File: src/rtl/mem_bus_arbiter_pkg.sv
`default_nettype none
// ============================================================================
//  Module      : mem_bus_arbiter_pkg
//  Description : Shared types and constants for the memory bus arbiter:
//                FSM state encoding, request-owner codes, bus widths and a
//                helper that maps a bus state to the port that owns it.
//  Revision    : 1.0 - initial release
// ============================================================================
package mem_bus_arbiter_pkg;

   localparam int c_reg_bus_w = 32;

   typedef enum logic [1:0] {
      ARB_IDLE     = 2'd0,
      ARB_BUS_DATA = 2'd1,
      ARB_BUS_INST = 2'd2
   } arb_state_t;

   // Owner of the current bus cycle
   localparam logic c_req_inst = 1'b0;
   localparam logic c_req_data = 1'b1;

   // Fetches always read the whole word
   localparam logic [3:0] c_sel_all = 4'b1111;

   function automatic logic owner_of(input arb_state_t s);
      return (s == ARB_BUS_DATA) ? c_req_data : c_req_inst;
   endfunction

endpackage
`default_nettype wire

File: src/rtl/mem_bus_arbiter_if.sv
`default_nettype none
// ============================================================================
//  Module      : mem_bus_arbiter_if
//  Description : Pipeline-side request ports and memory-bus signals of the
//                arbiter, bundled for connection as one port.
//                master : arbiter view (drives results, stalls, bus outputs)
//                slave  : environment view (pipeline + memory slave)
//  Revision    : 1.0 - initial release
// ============================================================================
interface mem_bus_arbiter_if;
   import mem_bus_arbiter_pkg::*;

   // pipeline side
   logic                   flush_i;
   logic                   inst_ce_i;
   logic [c_reg_bus_w-1:0] inst_addr_i;
   logic [c_reg_bus_w-1:0] inst_rdata_o;
   logic                   data_ce_i;
   logic                   data_we_i;
   logic [3:0]             data_sel_i;
   logic [c_reg_bus_w-1:0] data_addr_i;
   logic [c_reg_bus_w-1:0] data_wdata_i;
   logic [c_reg_bus_w-1:0] data_rdata_o;
   logic                   stallreq_if_o;
   logic                   stallreq_mem_o;
   // memory bus side
   logic                   bus_req_o;
   logic                   bus_we_o;
   logic [3:0]             bus_sel_o;
   logic [c_reg_bus_w-1:0] bus_addr_o;
   logic [c_reg_bus_w-1:0] bus_wdata_o;
   logic [c_reg_bus_w-1:0] bus_rdata_i;
   logic                   bus_ack_i;
   logic                   bus_err_o;

   modport master (
      input  flush_i, inst_ce_i, inst_addr_i, data_ce_i, data_we_i,
             data_sel_i, data_addr_i, data_wdata_i, bus_rdata_i, bus_ack_i,
      output inst_rdata_o, data_rdata_o, stallreq_if_o, stallreq_mem_o,
             bus_req_o, bus_we_o, bus_sel_o, bus_addr_o, bus_wdata_o, bus_err_o
   );

   modport slave (
      output flush_i, inst_ce_i, inst_addr_i, data_ce_i, data_we_i,
             data_sel_i, data_addr_i, data_wdata_i, bus_rdata_i, bus_ack_i,
      input  inst_rdata_o, data_rdata_o, stallreq_if_o, stallreq_mem_o,
             bus_req_o, bus_we_o, bus_sel_o, bus_addr_o, bus_wdata_o, bus_err_o
   );

endinterface
`default_nettype wire

File: src/rtl/bus_timeout_cnt.sv
`default_nettype none
// ============================================================================
//  Module      : bus_timeout_cnt
//  Description : Wait-state counter for one bus cycle. Cleared on i_start,
//                counts every cycle i_en is high, and flags o_expired while
//                enabled with the count at TIMEOUT-1.
//  Ports       : clk, rst       - clock, synchronous active-high reset
//                i_start        - clear (first bus cycle begins next)
//                i_en           - bus cycle in progress
//                o_expired      - last allowed cycle reached
//  Revision    : 1.0 - initial release
// ============================================================================
module bus_timeout_cnt #(
   parameter int TIMEOUT = 16
) (
   input  logic clk,
   input  logic rst,
   input  logic i_start,
   input  logic i_en,
   output logic o_expired
);

   localparam int              c_cnt_w = (TIMEOUT > 2) ? $clog2(TIMEOUT) : 1;
   localparam logic [c_cnt_w-1:0] c_last = c_cnt_w'(TIMEOUT - 1);

   logic [c_cnt_w-1:0] r_cnt;

   // A wrap after expiry is harmless: the next bus cycle starts with a clear.
   always_ff @(posedge clk) begin
      if (rst || i_start) begin
         r_cnt <= '0;
      end else if (i_en) begin
         r_cnt <= r_cnt + 1'b1;
      end
   end

   assign o_expired = i_en && (r_cnt == c_last);

endmodule
`default_nettype wire

File: src/rtl/mem_bus_arbiter.sv
`default_nettype none
// ============================================================================
//  Module      : mem_bus_arbiter
//  Description : Shares one SRAM-style bus between instruction fetch and the
//                MEM-stage data port (data has priority). Each bus cycle runs
//                to ack or timeout; the pipeline is stalled until every active
//                requester is served and read results are held until advance.
//  Ports       : clk, rst  - clock, synchronous active-high reset
//                bif       - mem_bus_arbiter_if.master (pipeline + bus)
//  Revision    : 1.0 - initial release
// ============================================================================
module mem_bus_arbiter
   import mem_bus_arbiter_pkg::*;
#(
   parameter int TIMEOUT = 16
) (
   input  logic               clk,
   input  logic               rst,
   mem_bus_arbiter_if.master  bif
);

   arb_state_t             r_state;
   arb_state_t             w_state_nxt;
   logic                   r_served_d;
   logic                   r_served_i;
   logic                   r_flushed;     // flush seen during the current bus cycle
   logic                   r_bus_req;
   logic                   r_bus_we;
   logic [3:0]             r_bus_sel;
   logic [c_reg_bus_w-1:0] r_bus_addr;
   logic [c_reg_bus_w-1:0] r_bus_wdata;
   logic                   r_bus_err;
   logic [c_reg_bus_w-1:0] r_inst_rdata;
   logic [c_reg_bus_w-1:0] r_data_rdata;

   logic                   w_stall_mem;
   logic                   w_stall_if;
   logic                   w_advance;
   logic                   w_in_bus;
   logic                   w_expired;
   logic                   w_done;
   logic                   w_err;
   logic                   w_keep;        // completion result is delivered
   logic                   w_start;
   logic [c_reg_bus_w-1:0] w_rd;

   assign w_stall_mem = bif.data_ce_i & ~r_served_d;
   assign w_stall_if  = bif.inst_ce_i & ~r_served_i;
   assign w_advance   = ~w_stall_mem & ~w_stall_if;

   assign w_in_bus = (r_state != ARB_IDLE);
   // Ack on the last allowed cycle wins over the timeout
   assign w_done   = w_in_bus & (bif.bus_ack_i | w_expired);
   assign w_err    = w_in_bus & w_expired & ~bif.bus_ack_i;
   assign w_rd     = bif.bus_ack_i ? bif.bus_rdata_i : '0;
   assign w_keep   = w_done & ~bif.flush_i & ~r_flushed;

   bus_timeout_cnt #(
      .TIMEOUT (TIMEOUT)
   ) u_timeout (
      .clk       (clk),
      .rst       (rst),
      .i_start   (w_start),
      .i_en      (w_in_bus),
      .o_expired (w_expired)
   );

   // ---------------- FSM ----------------
   always_ff @(posedge clk) begin
      if (rst) begin
         r_state <= ARB_IDLE;
      end else begin
         r_state <= w_state_nxt;
      end
   end

   always_comb begin
      w_state_nxt = r_state;
      w_start     = 1'b0;
      case (r_state)
         ARB_IDLE: begin
            if (!bif.flush_i) begin
               if (w_stall_mem) begin
                  w_state_nxt = ARB_BUS_DATA;
                  w_start     = 1'b1;
               end else if (w_stall_if) begin
                  w_state_nxt = ARB_BUS_INST;
                  w_start     = 1'b1;
               end
            end
         end
         ARB_BUS_DATA, ARB_BUS_INST: begin
            if (w_done) begin
               w_state_nxt = ARB_IDLE;
            end
         end
         default: w_state_nxt = ARB_IDLE;
      endcase
   end

   // ---------------- bus fields, results, served flags ----------------
   always_ff @(posedge clk) begin
      if (rst) begin
         r_served_d   <= 1'b0;
         r_served_i   <= 1'b0;
         r_flushed    <= 1'b0;
         r_bus_req    <= 1'b0;
         r_bus_we     <= 1'b0;
         r_bus_sel    <= '0;
         r_bus_addr   <= '0;
         r_bus_wdata  <= '0;
         r_bus_err    <= 1'b0;
         r_inst_rdata <= '0;
         r_data_rdata <= '0;
      end else begin
         r_bus_err <= w_err;

         if (w_start) begin
            r_bus_req <= 1'b1;
            r_flushed <= 1'b0;
            if (w_state_nxt == ARB_BUS_DATA) begin
               r_bus_we    <= bif.data_we_i;
               r_bus_sel   <= bif.data_sel_i;
               r_bus_addr  <= bif.data_addr_i;
               r_bus_wdata <= bif.data_wdata_i;
            end else begin
               r_bus_we    <= 1'b0;
               r_bus_sel   <= c_sel_all;
               r_bus_addr  <= bif.inst_addr_i;
               r_bus_wdata <= '0;
            end
         end else if (w_done) begin
            r_bus_req   <= 1'b0;
            r_bus_we    <= 1'b0;
            r_bus_sel   <= '0;
            r_bus_addr  <= '0;
            r_bus_wdata <= '0;
         end

         // A flush anywhere in the bus cycle makes its result stale
         if (w_in_bus && bif.flush_i) begin
            r_flushed <= 1'b1;
         end

         if (w_keep) begin
            if (owner_of(r_state) == c_req_data) begin
               r_served_d <= 1'b1;
               if (!r_bus_we) begin
                  r_data_rdata <= w_rd;
               end
            end else begin
               r_served_i   <= 1'b1;
               r_inst_rdata <= w_rd;
            end
         end

         // Completion only happens while its owner stalls, so this never
         // races with a served-flag set above.
         if (w_advance || bif.flush_i) begin
            r_served_d <= 1'b0;
            r_served_i <= 1'b0;
         end
      end
   end

   assign bif.stallreq_mem_o = w_stall_mem;
   assign bif.stallreq_if_o  = w_stall_if;
   assign bif.bus_req_o      = r_bus_req;
   assign bif.bus_we_o       = r_bus_we;
   assign bif.bus_sel_o      = r_bus_sel;
   assign bif.bus_addr_o     = r_bus_addr;
   assign bif.bus_wdata_o    = r_bus_wdata;
   assign bif.bus_err_o      = r_bus_err;
   assign bif.inst_rdata_o   = r_inst_rdata;
   assign bif.data_rdata_o   = r_data_rdata;

endmodule
`default_nettype wire

File: src/flat_wrapper.sv
// flat-port wrapper written by rule: the top's interface ports become plain ports
module mem_bus_arbiter_flat import mem_bus_arbiter_pkg::*;
#(
   parameter int TIMEOUT = 16
)
  (clk, rst, bif_flush_i, bif_inst_ce_i, bif_inst_addr_i, bif_data_ce_i, bif_data_we_i, bif_data_sel_i, bif_data_addr_i, bif_data_wdata_i, bif_bus_rdata_i, bif_bus_ack_i, bif_inst_rdata_o, bif_data_rdata_o, bif_stallreq_if_o, bif_stallreq_mem_o, bif_bus_req_o, bif_bus_we_o, bif_bus_sel_o, bif_bus_addr_o, bif_bus_wdata_o, bif_bus_err_o);
  mem_bus_arbiter_if bif_i ();
  input  logic clk;
  input  logic rst;
  input wire logic [$bits(bif_i.flush_i)-1:0] bif_flush_i;
  input wire logic [$bits(bif_i.inst_ce_i)-1:0] bif_inst_ce_i;
  input wire logic [$bits(bif_i.inst_addr_i)-1:0] bif_inst_addr_i;
  input wire logic [$bits(bif_i.data_ce_i)-1:0] bif_data_ce_i;
  input wire logic [$bits(bif_i.data_we_i)-1:0] bif_data_we_i;
  input wire logic [$bits(bif_i.data_sel_i)-1:0] bif_data_sel_i;
  input wire logic [$bits(bif_i.data_addr_i)-1:0] bif_data_addr_i;
  input wire logic [$bits(bif_i.data_wdata_i)-1:0] bif_data_wdata_i;
  input wire logic [$bits(bif_i.bus_rdata_i)-1:0] bif_bus_rdata_i;
  input wire logic [$bits(bif_i.bus_ack_i)-1:0] bif_bus_ack_i;
  output wire logic [$bits(bif_i.inst_rdata_o)-1:0] bif_inst_rdata_o;
  output wire logic [$bits(bif_i.data_rdata_o)-1:0] bif_data_rdata_o;
  output wire logic [$bits(bif_i.stallreq_if_o)-1:0] bif_stallreq_if_o;
  output wire logic [$bits(bif_i.stallreq_mem_o)-1:0] bif_stallreq_mem_o;
  output wire logic [$bits(bif_i.bus_req_o)-1:0] bif_bus_req_o;
  output wire logic [$bits(bif_i.bus_we_o)-1:0] bif_bus_we_o;
  output wire logic [$bits(bif_i.bus_sel_o)-1:0] bif_bus_sel_o;
  output wire logic [$bits(bif_i.bus_addr_o)-1:0] bif_bus_addr_o;
  output wire logic [$bits(bif_i.bus_wdata_o)-1:0] bif_bus_wdata_o;
  output wire logic [$bits(bif_i.bus_err_o)-1:0] bif_bus_err_o;
  assign bif_i.flush_i = bif_flush_i;
  assign bif_i.inst_ce_i = bif_inst_ce_i;
  assign bif_i.inst_addr_i = bif_inst_addr_i;
  assign bif_i.data_ce_i = bif_data_ce_i;
  assign bif_i.data_we_i = bif_data_we_i;
  assign bif_i.data_sel_i = bif_data_sel_i;
  assign bif_i.data_addr_i = bif_data_addr_i;
  assign bif_i.data_wdata_i = bif_data_wdata_i;
  assign bif_i.bus_rdata_i = bif_bus_rdata_i;
  assign bif_i.bus_ack_i = bif_bus_ack_i;
  assign bif_inst_rdata_o = bif_i.inst_rdata_o;
  assign bif_data_rdata_o = bif_i.data_rdata_o;
  assign bif_stallreq_if_o = bif_i.stallreq_if_o;
  assign bif_stallreq_mem_o = bif_i.stallreq_mem_o;
  assign bif_bus_req_o = bif_i.bus_req_o;
  assign bif_bus_we_o = bif_i.bus_we_o;
  assign bif_bus_sel_o = bif_i.bus_sel_o;
  assign bif_bus_addr_o = bif_i.bus_addr_o;
  assign bif_bus_wdata_o = bif_i.bus_wdata_o;
  assign bif_bus_err_o = bif_i.bus_err_o;
  mem_bus_arbiter #(.TIMEOUT(TIMEOUT)) u_core (.clk(clk), .rst(rst), .bif(bif_i));
endmodule
File: config.mk
export PLATFORM = sky130hd
export DESIGN_NAME = mem_bus_arbiter_flat
export DESIGN_NICKNAME = d
export VERILOG_FILES = /design/src/rtl/mem_bus_arbiter_pkg.sv /design/src/rtl/mem_bus_arbiter_if.sv /design/src/rtl/bus_timeout_cnt.sv /design/src/rtl/mem_bus_arbiter.sv /design/src/flat_wrapper.sv
export SDC_FILE = /design/constraint.sdc
export NUM_CORES = 1
export LEC_CHECK = 0
export BUFFER_PORTS_ARGS = -buffer_cell sky130_fd_sc_hd__buf_2
export CELL_PAD_IN_SITES_DETAIL_PLACEMENT = 1
export CELL_PAD_IN_SITES_GLOBAL_PLACEMENT = 1
export CORE_MARGIN = 4
export CORE_UTILIZATION = 38
export CTS_BUF_LIST = sky130_fd_sc_hd__clkbuf_4
export DETAILED_ROUTE_END_ITERATION = 12
export PLACE_DENSITY = 0.95
export SYNTH_ARGS = -nofsm -noshare
export SYNTH_HDL_FRONTEND = slang
export SYNTH_HIERARCHICAL = 1
export SYNTH_SLANG_ARGS = --single-unit
File: constraint.sdc
create_clock -name clk -period 4.4 [get_ports clk]
set_input_delay 0.22 -clock clk [delete_from_list [all_inputs] [get_ports clk]]
set_output_delay 0.22 -clock clk [all_outputs]
set_load 0.005 [all_outputs]
=== Word-level counts from Yosys, hierarchy flattened ===
Index checks and enable logic that the tools add are counted.
Widths: inputs -> output; s select.

* Flip-flop bits (word level): 144
* Latch bits: 0
* Memory bits (writable): 0
* Memory bits (read-only): 0
* Input port bits: 139
* Memories kept: 0

* Add/subtract/negate cells: 1
* Multiply operators: 0
* Div/mod/pow operators: 0
* Magnitude comparators: 0
* Equality and inequality tests: 4
* Shift operators: 0
* Muxes and demuxes: 25
* Bitwise operators: 18
* Reduce and logical (&&, ||, !) cells: 13

{| class="wikitable"
|+ Operators with widths
! cell !! number
|-
| $mux 32 || 6
|-
| $mux 4 || 3
|-
| $mux 1 || 11
|-
| $not 1->1 || 9
|-
| $and 1x1->1 || 8
|-
| $mux 2 || 4
|-
| $reduce_bool 2->1 || 3
|-
| $add 4x1->4 const B || 1
|-
| $eq 2x1->1 const B || 2
|-
| $eq 4x4->1 const B || 1
|-
| $pmux 2 s2 || 1
|-
| $reduce_and 2->1 || 2
|-
| $reduce_or 2->1 || 2
|-
| $reduce_and 3->1 || 1
|-
| $eq 2x2->1 const B || 1
|-
| $logic_and 1x1->1 || 2
|-
| $logic_not 2->1 || 1
|-
| $logic_or 1x1->1 || 2
|-
| $or 1x1->1 || 1
|}

=== Logic depth before layout (Yosys ltp) ===
* Word-level depth: 9
* Depth in mapped cells: 11

=== Hierarchy ===
Netlist, hierarchy kept.

{| class="wikitable"
|+ Modules (own cells, without submodules)
! module !! times used !! cells each !! area each (um^2) !! sequential area each (um^2)
|-
| mem_bus_arbiter || 1 || 664 || 6184.7 || 2802.7
|-
| bus_timeout_cnt || 1 || 17 || 186.4 || 80.1
|}

=== Worst setup path before layout ===
OpenSTA, ideal clock, no wires.

* Path kind: reg-to-reg
* From: reg u_core.r_state[0]
* To: reg u_core.r_bus_addr[25] (netlist: u_core/bif.bus_addr_o[25])
* Library setup time: 0.079 ns
* Data arrival time: 2.414 ns
* Setup slack: 1.906 ns
* Cell stages (with the launch flop): 12
* Buffers on the path: 3
* Cells stage by stage: dfxtp_1 > inv_1 > ha_1 > inv_1 > and4_2 > o21bai_1 > buf_4 > and3_1 > buf_4 > a211o_1 > buf_6 > a211oi_2

* Cells in the longest elaborated chain, start to end: 9
* Elaborated cells between the ends (all ways): 18

{| class="wikitable"
|+ RTL lines
! item !! line !! source
|-
| start: declaration || mem_bus_arbiter.sv:22 || <nowiki>arb_state_t r_state;</nowiki>
|-
| start signal: assignment || mem_bus_arbiter.sv:73 || <nowiki>r_state <= w_state_nxt;</nowiki>
|-
| $reduce_bool 2->1 (*) || mem_bus_arbiter.sv:51 || <nowiki>assign w_in_bus = (r_state != ARB_IDLE);</nowiki>
|-
| named net u_core.w_in_bus || mem_bus_arbiter.sv:39 || <nowiki>logic w_in_bus;</nowiki>
|-
| $logic_and 1x1->1 (*) || bus_timeout_cnt.sv:37 || <nowiki>assign o_expired = i_en && (r_cnt == c_last);</nowiki>
|-
| named net u_core.w_expired || mem_bus_arbiter.sv:40 || <nowiki>logic w_expired;</nowiki>
|-
| $or 1x1->1 (*) || mem_bus_arbiter.sv:53 || <nowiki>assign w_done = w_in_bus & (bif.bus_ack_i | w_expired);</nowiki>
|-
| $and 1x1->1 (*) || mem_bus_arbiter.sv:53 ||
|-
| $mux 2 || mem_bus_arbiter.sv:93 || <nowiki>if (w_done) begin</nowiki>
|-
| $pmux 2 s2 || mem_bus_arbiter.sv:80 || <nowiki>case (r_state)</nowiki>
|-
| $eq 2x1->1 || mem_bus_arbiter.sv:121 || <nowiki>if (w_state_nxt == ARB_BUS_DATA) begin</nowiki>
|-
| $mux 32 || mem_bus_arbiter.sv:121 ||
|-
| $mux 32 || mem_bus_arbiter.sv:118 || <nowiki>if (w_start) begin</nowiki>
|-
| end signal: assignment || mem_bus_arbiter.sv:124 || <nowiki>r_bus_addr <= bif.data_addr_i;</nowiki>
|-
| end signal: assignment || mem_bus_arbiter.sv:129 || <nowiki>r_bus_addr <= bif.inst_addr_i;</nowiki>
|-
| end: declaration || mem_bus_arbiter.sv:30 || <nowiki>logic [c_reg_bus_w-1:0] r_bus_addr;</nowiki>
|}

Mark *: on every way through the listed nets, which the timed path passes. The rest lies on a longest branch.
A chain may end at the register's enable or synchronous reset.

=== Worst setup path in the final report ===
* From: reg u_core.r_state[0]
* To: reg u_core.r_bus_addr[1] (netlist: u_core/bif.bus_addr_o[1])

* Cells in the longest elaborated chain, start to end: 9
* Elaborated cells between the ends (all ways): 18

{| class="wikitable"
|+ RTL lines
! item !! line
|-
| $reduce_bool 2->1 || mem_bus_arbiter.sv:51
|-
| $logic_and 1x1->1 || bus_timeout_cnt.sv:37
|-
| $or 1x1->1 || mem_bus_arbiter.sv:53
|-
| $and 1x1->1 || mem_bus_arbiter.sv:53
|-
| $mux 2 || mem_bus_arbiter.sv:93
|-
| $pmux 2 s2 || mem_bus_arbiter.sv:80
|-
| $eq 2x1->1 || mem_bus_arbiter.sv:121
|-
| $mux 32 || mem_bus_arbiter.sv:121
|-
| $mux 32 || mem_bus_arbiter.sv:118
|}

Parallel ways exist; a longest one is shown, timed or not.

==> results by group <==
Pwr
  – Final total power: 2.84 mW
  – Power Density: 311 mW/mm²
  – Worst-case vdd ir drop: 157 µV
  – Leakage power: 3.84 nW

STA
  – Slew Viols, Final: 0
  – RSZ-0062 raised after global routing: no
  – Peak Freq: 309 MHz
  – Fin. Hold Viols: 0
  – Slew @ Worst Pin: 0.912 ns
  – Final setup fails: 0
  – Crit share post-route: 73.5%
  – Clock skew: 0.0180 ns
  – Crit path time final: 3.23 ns
  – TNS Setup: 0 ns
  – Slew headroom: 39.2%

Place
  – Detailed placer's ending HPWL: 15,200 µm
  – Routability congestion estimate from global placement: 0.777
  – IO Port Bufs: 275

GRT
  – First-pass GRT wire length: 39,300 µm
  – Antenna violations before repair: 4
  – Gr usage total: 26.2%
  – GRT overflow: 0
  – Largest net degree at the start of global routing: 74
  – Vias in the first global route: 7,400

Cells and area
  – Layout Utilization: 55.1%
  – # fillers: 1,938
  – Register area: 0.00288 mm²
  – Most frequent cells in the layout: buf_2, dfxtp_1, dlygate4sd3_1, a21oi_1, nand2_1
  – Fraction of layout cells with a size suffix above 1: 38.0%
  – Nets: 1,162
  – Layout area overhead: 43.0%
  – Area of the multi-input gates: 0.00312 mm²
  – Commonest non-fill, non-tap cell in the layout: buf_2

Synth
  – Post-synthesis sequential area ratio: 45.2%
  – Mapped Cells: 681
  – Post-synthesis register bit count: 144
  – Synth Cell Area: 0.00637 mm²
  – FFs w/ async S/R, synth: 0%
  – Syn Nets: 824
  – Post-synth top flop: dfxtp_1
  – Synth warn: 6
  – Synth unique cells: 48
  – Number of flops mapped to enable cells by yosys: 0
  – Avg Cell Area, Syn: 9.36 µm²

Clock network
  – Clk buf depth: 2
  – CTS tree: yes
  – H-tree depth: 4
  – Clock slew at reported path FFs: 0.14 ns
  – Sink Count: 144
  – Clk_lat worst skew: 0.56 ns
  – CTS root buffer: clkbuf_4
  – Cts bufs inserted: 17

Worst setup path
  – Critical Path AT: 3.64 ns
  – WP data required: 4.81 ns
  – CP startpoint kind: register
  – Worst-path maximum fanout: 37
  – Crit path kind: reg2reg
  – Crit. End Element: register

Routing
  – Residual DRC count: 0
  – 1st-pass router iterations: 5
  – Vias/cell: 5.46
  – DRT iter0 DRCs: 378
  – Routed via count: 6,852
  – Post-route ant nets: 0
  – WL per Instance: 20.2 µm
  – Total Wirelength: 25,400 µm

Floorplan
  – Initial core utilization: 38.6%
  – Die height: 137 µm
  – Site row count: 47
  – CORE AREA: 0.0165 mm²
  – DIE WIDTH: 137 µm
  – I/O pin count: 276
  – Die area: 0.0189 mm²

Outcome
  – Status: completed

Job
  – MaxCap Viol Count: 0

Worst hold path
  – Hold Crit Class: in2reg
-- report_power, final --
group / switching [mW] / internal [mW] / total, mW / leakage [nW]
clock: 0.561 / 0.242 / 0.804 / 0.144
sequential: 0.0476 / 1.38 / 1.42 / 1.17
combinational: 0.341 / 0.267 / 0.608 / 2.52
total: 0.950 / 1.88 / 2.84 / 3.84
-- metal layers --
| layer | wire [µm] | track usage (%) |
|---|---|---|
| met1 | 9990 | 31.2 |
| met2 | 12800 | 45.5 |
| met3 | 1920 | 6.98 |
| met4 | 708 | 9.37 |
| met5 | 0 | 0 |
-- cells in the mapped netlist (all sizes together) (5+ instances only) --
cell type	number	area [µm²]
nor4	5	58.8
a2111oi	36	448
clkbuf	54	203
a22o	33	289
a211o	33	289
nor3	5	25.0
buf	24	178
a21oi	99	495
inv	6	22.5
a211oi	34	405
nand3	65	325
nor2	36	135
nand2	67	251
dfxtp	144	2880
-- logic make-up after synthesis --
family	share of synthesized area, %
AOI/OAI and AO/OA	32.1
xor gates and xnor gates	0.137
adders and majority gates	0.786
and+or+nand+nor	15.1
muxes	0.334
buffers and inverters	6.32
DFF	45.2
-- worst max-delay path, stage by stage (launching register included) --
cell and delay [ns]:
dfxtp_1 0.50, inv_1 0.11, ha_1 0.30, nand2b_1 0.11
buf_4 0.37, o32a_2 0.81, a211o_1 0.23, buf_4 0.44
a211oi_1 0.20
-- cell type report --
cell class / count / area share, %
Sequential cell: 144 / 31.6
Multi-Input combinational cell: 453 / 34.2
Inverter: 6 / 0.247
Clock inverter: 15 / 1.39
Timing Repair Buffer: 397 / 28.0
Clock buffer: 17 / 1.40
Antenna cell: 4 / 0.110
Tap cell: 220 / 3.02
-- final timing paths --
kind                               start                          end  slack (ns)  depth (start not counted)
min                  bif_inst_addr_i[16]    u_core/bif.bus_addr_o[16]        0.05                          3
min reg2reg  u_core/bif.inst_rdata_o[10]  u_core/bif.inst_rdata_o[10]        0.46                          2
max                    u_core/r_state[0]     u_core/bif.bus_addr_o[1]        1.17                          8
max reg2reg            u_core/r_state[0]     u_core/bif.bus_addr_o[1]        1.17                          8
-- per-stage QoR --
| step | cell area, µm² | instances | setup WS, ns | hold WS, ns |
|---|---|---|---|---|
| after CTS | 9100 | 1252 | 1.17 | 0.000626 |
| after detailed placement | 7830 | 1118 | 1.20 | 0.435 |
| after global routing | 9110 | 1256 | 0.951 | 0.0207 |
| after global placement | 7830 | 1118 | 1.35 | 0.428 |
| final | 9110 | 1256 | 1.17 | 0.0516 |
| after floorplan | 6370 | 681 | 1.91 | 0.293 |
-- repair_timing --
| action | 4_1_cts | 5_1_grt |
|---|---|---|
| hold buffers | 102 | 0 |
| buffers inserted | 0 | 0 |
| setup endpoints to repair | 0 | 0 |
| gates resized for setup | 0 | 0 |
| hold endpoints to repair | 137 | 0 |
-- registers in the layout, indices dropped and copies added, names as in the netlist --
signal,count
u_core/r_served_i,1
u_core/bif.bus_sel_o,4
u_core/bif.data_rdata_o,32
u_core/r_served_d,1
u_core/bif.bus_req_o,1
u_core/bif.bus_we_o,1
u_core/bif.bus_addr_o,32
u_core/r_state,2
u_core/u_timeout/r_cnt,4
u_core/r_flushed,1
u_core/bif.bus_err_o,1
u_core/bif.inst_rdata_o,32
u_core/bif.bus_wdata_o,32
(Power assumes the default switching activity.)
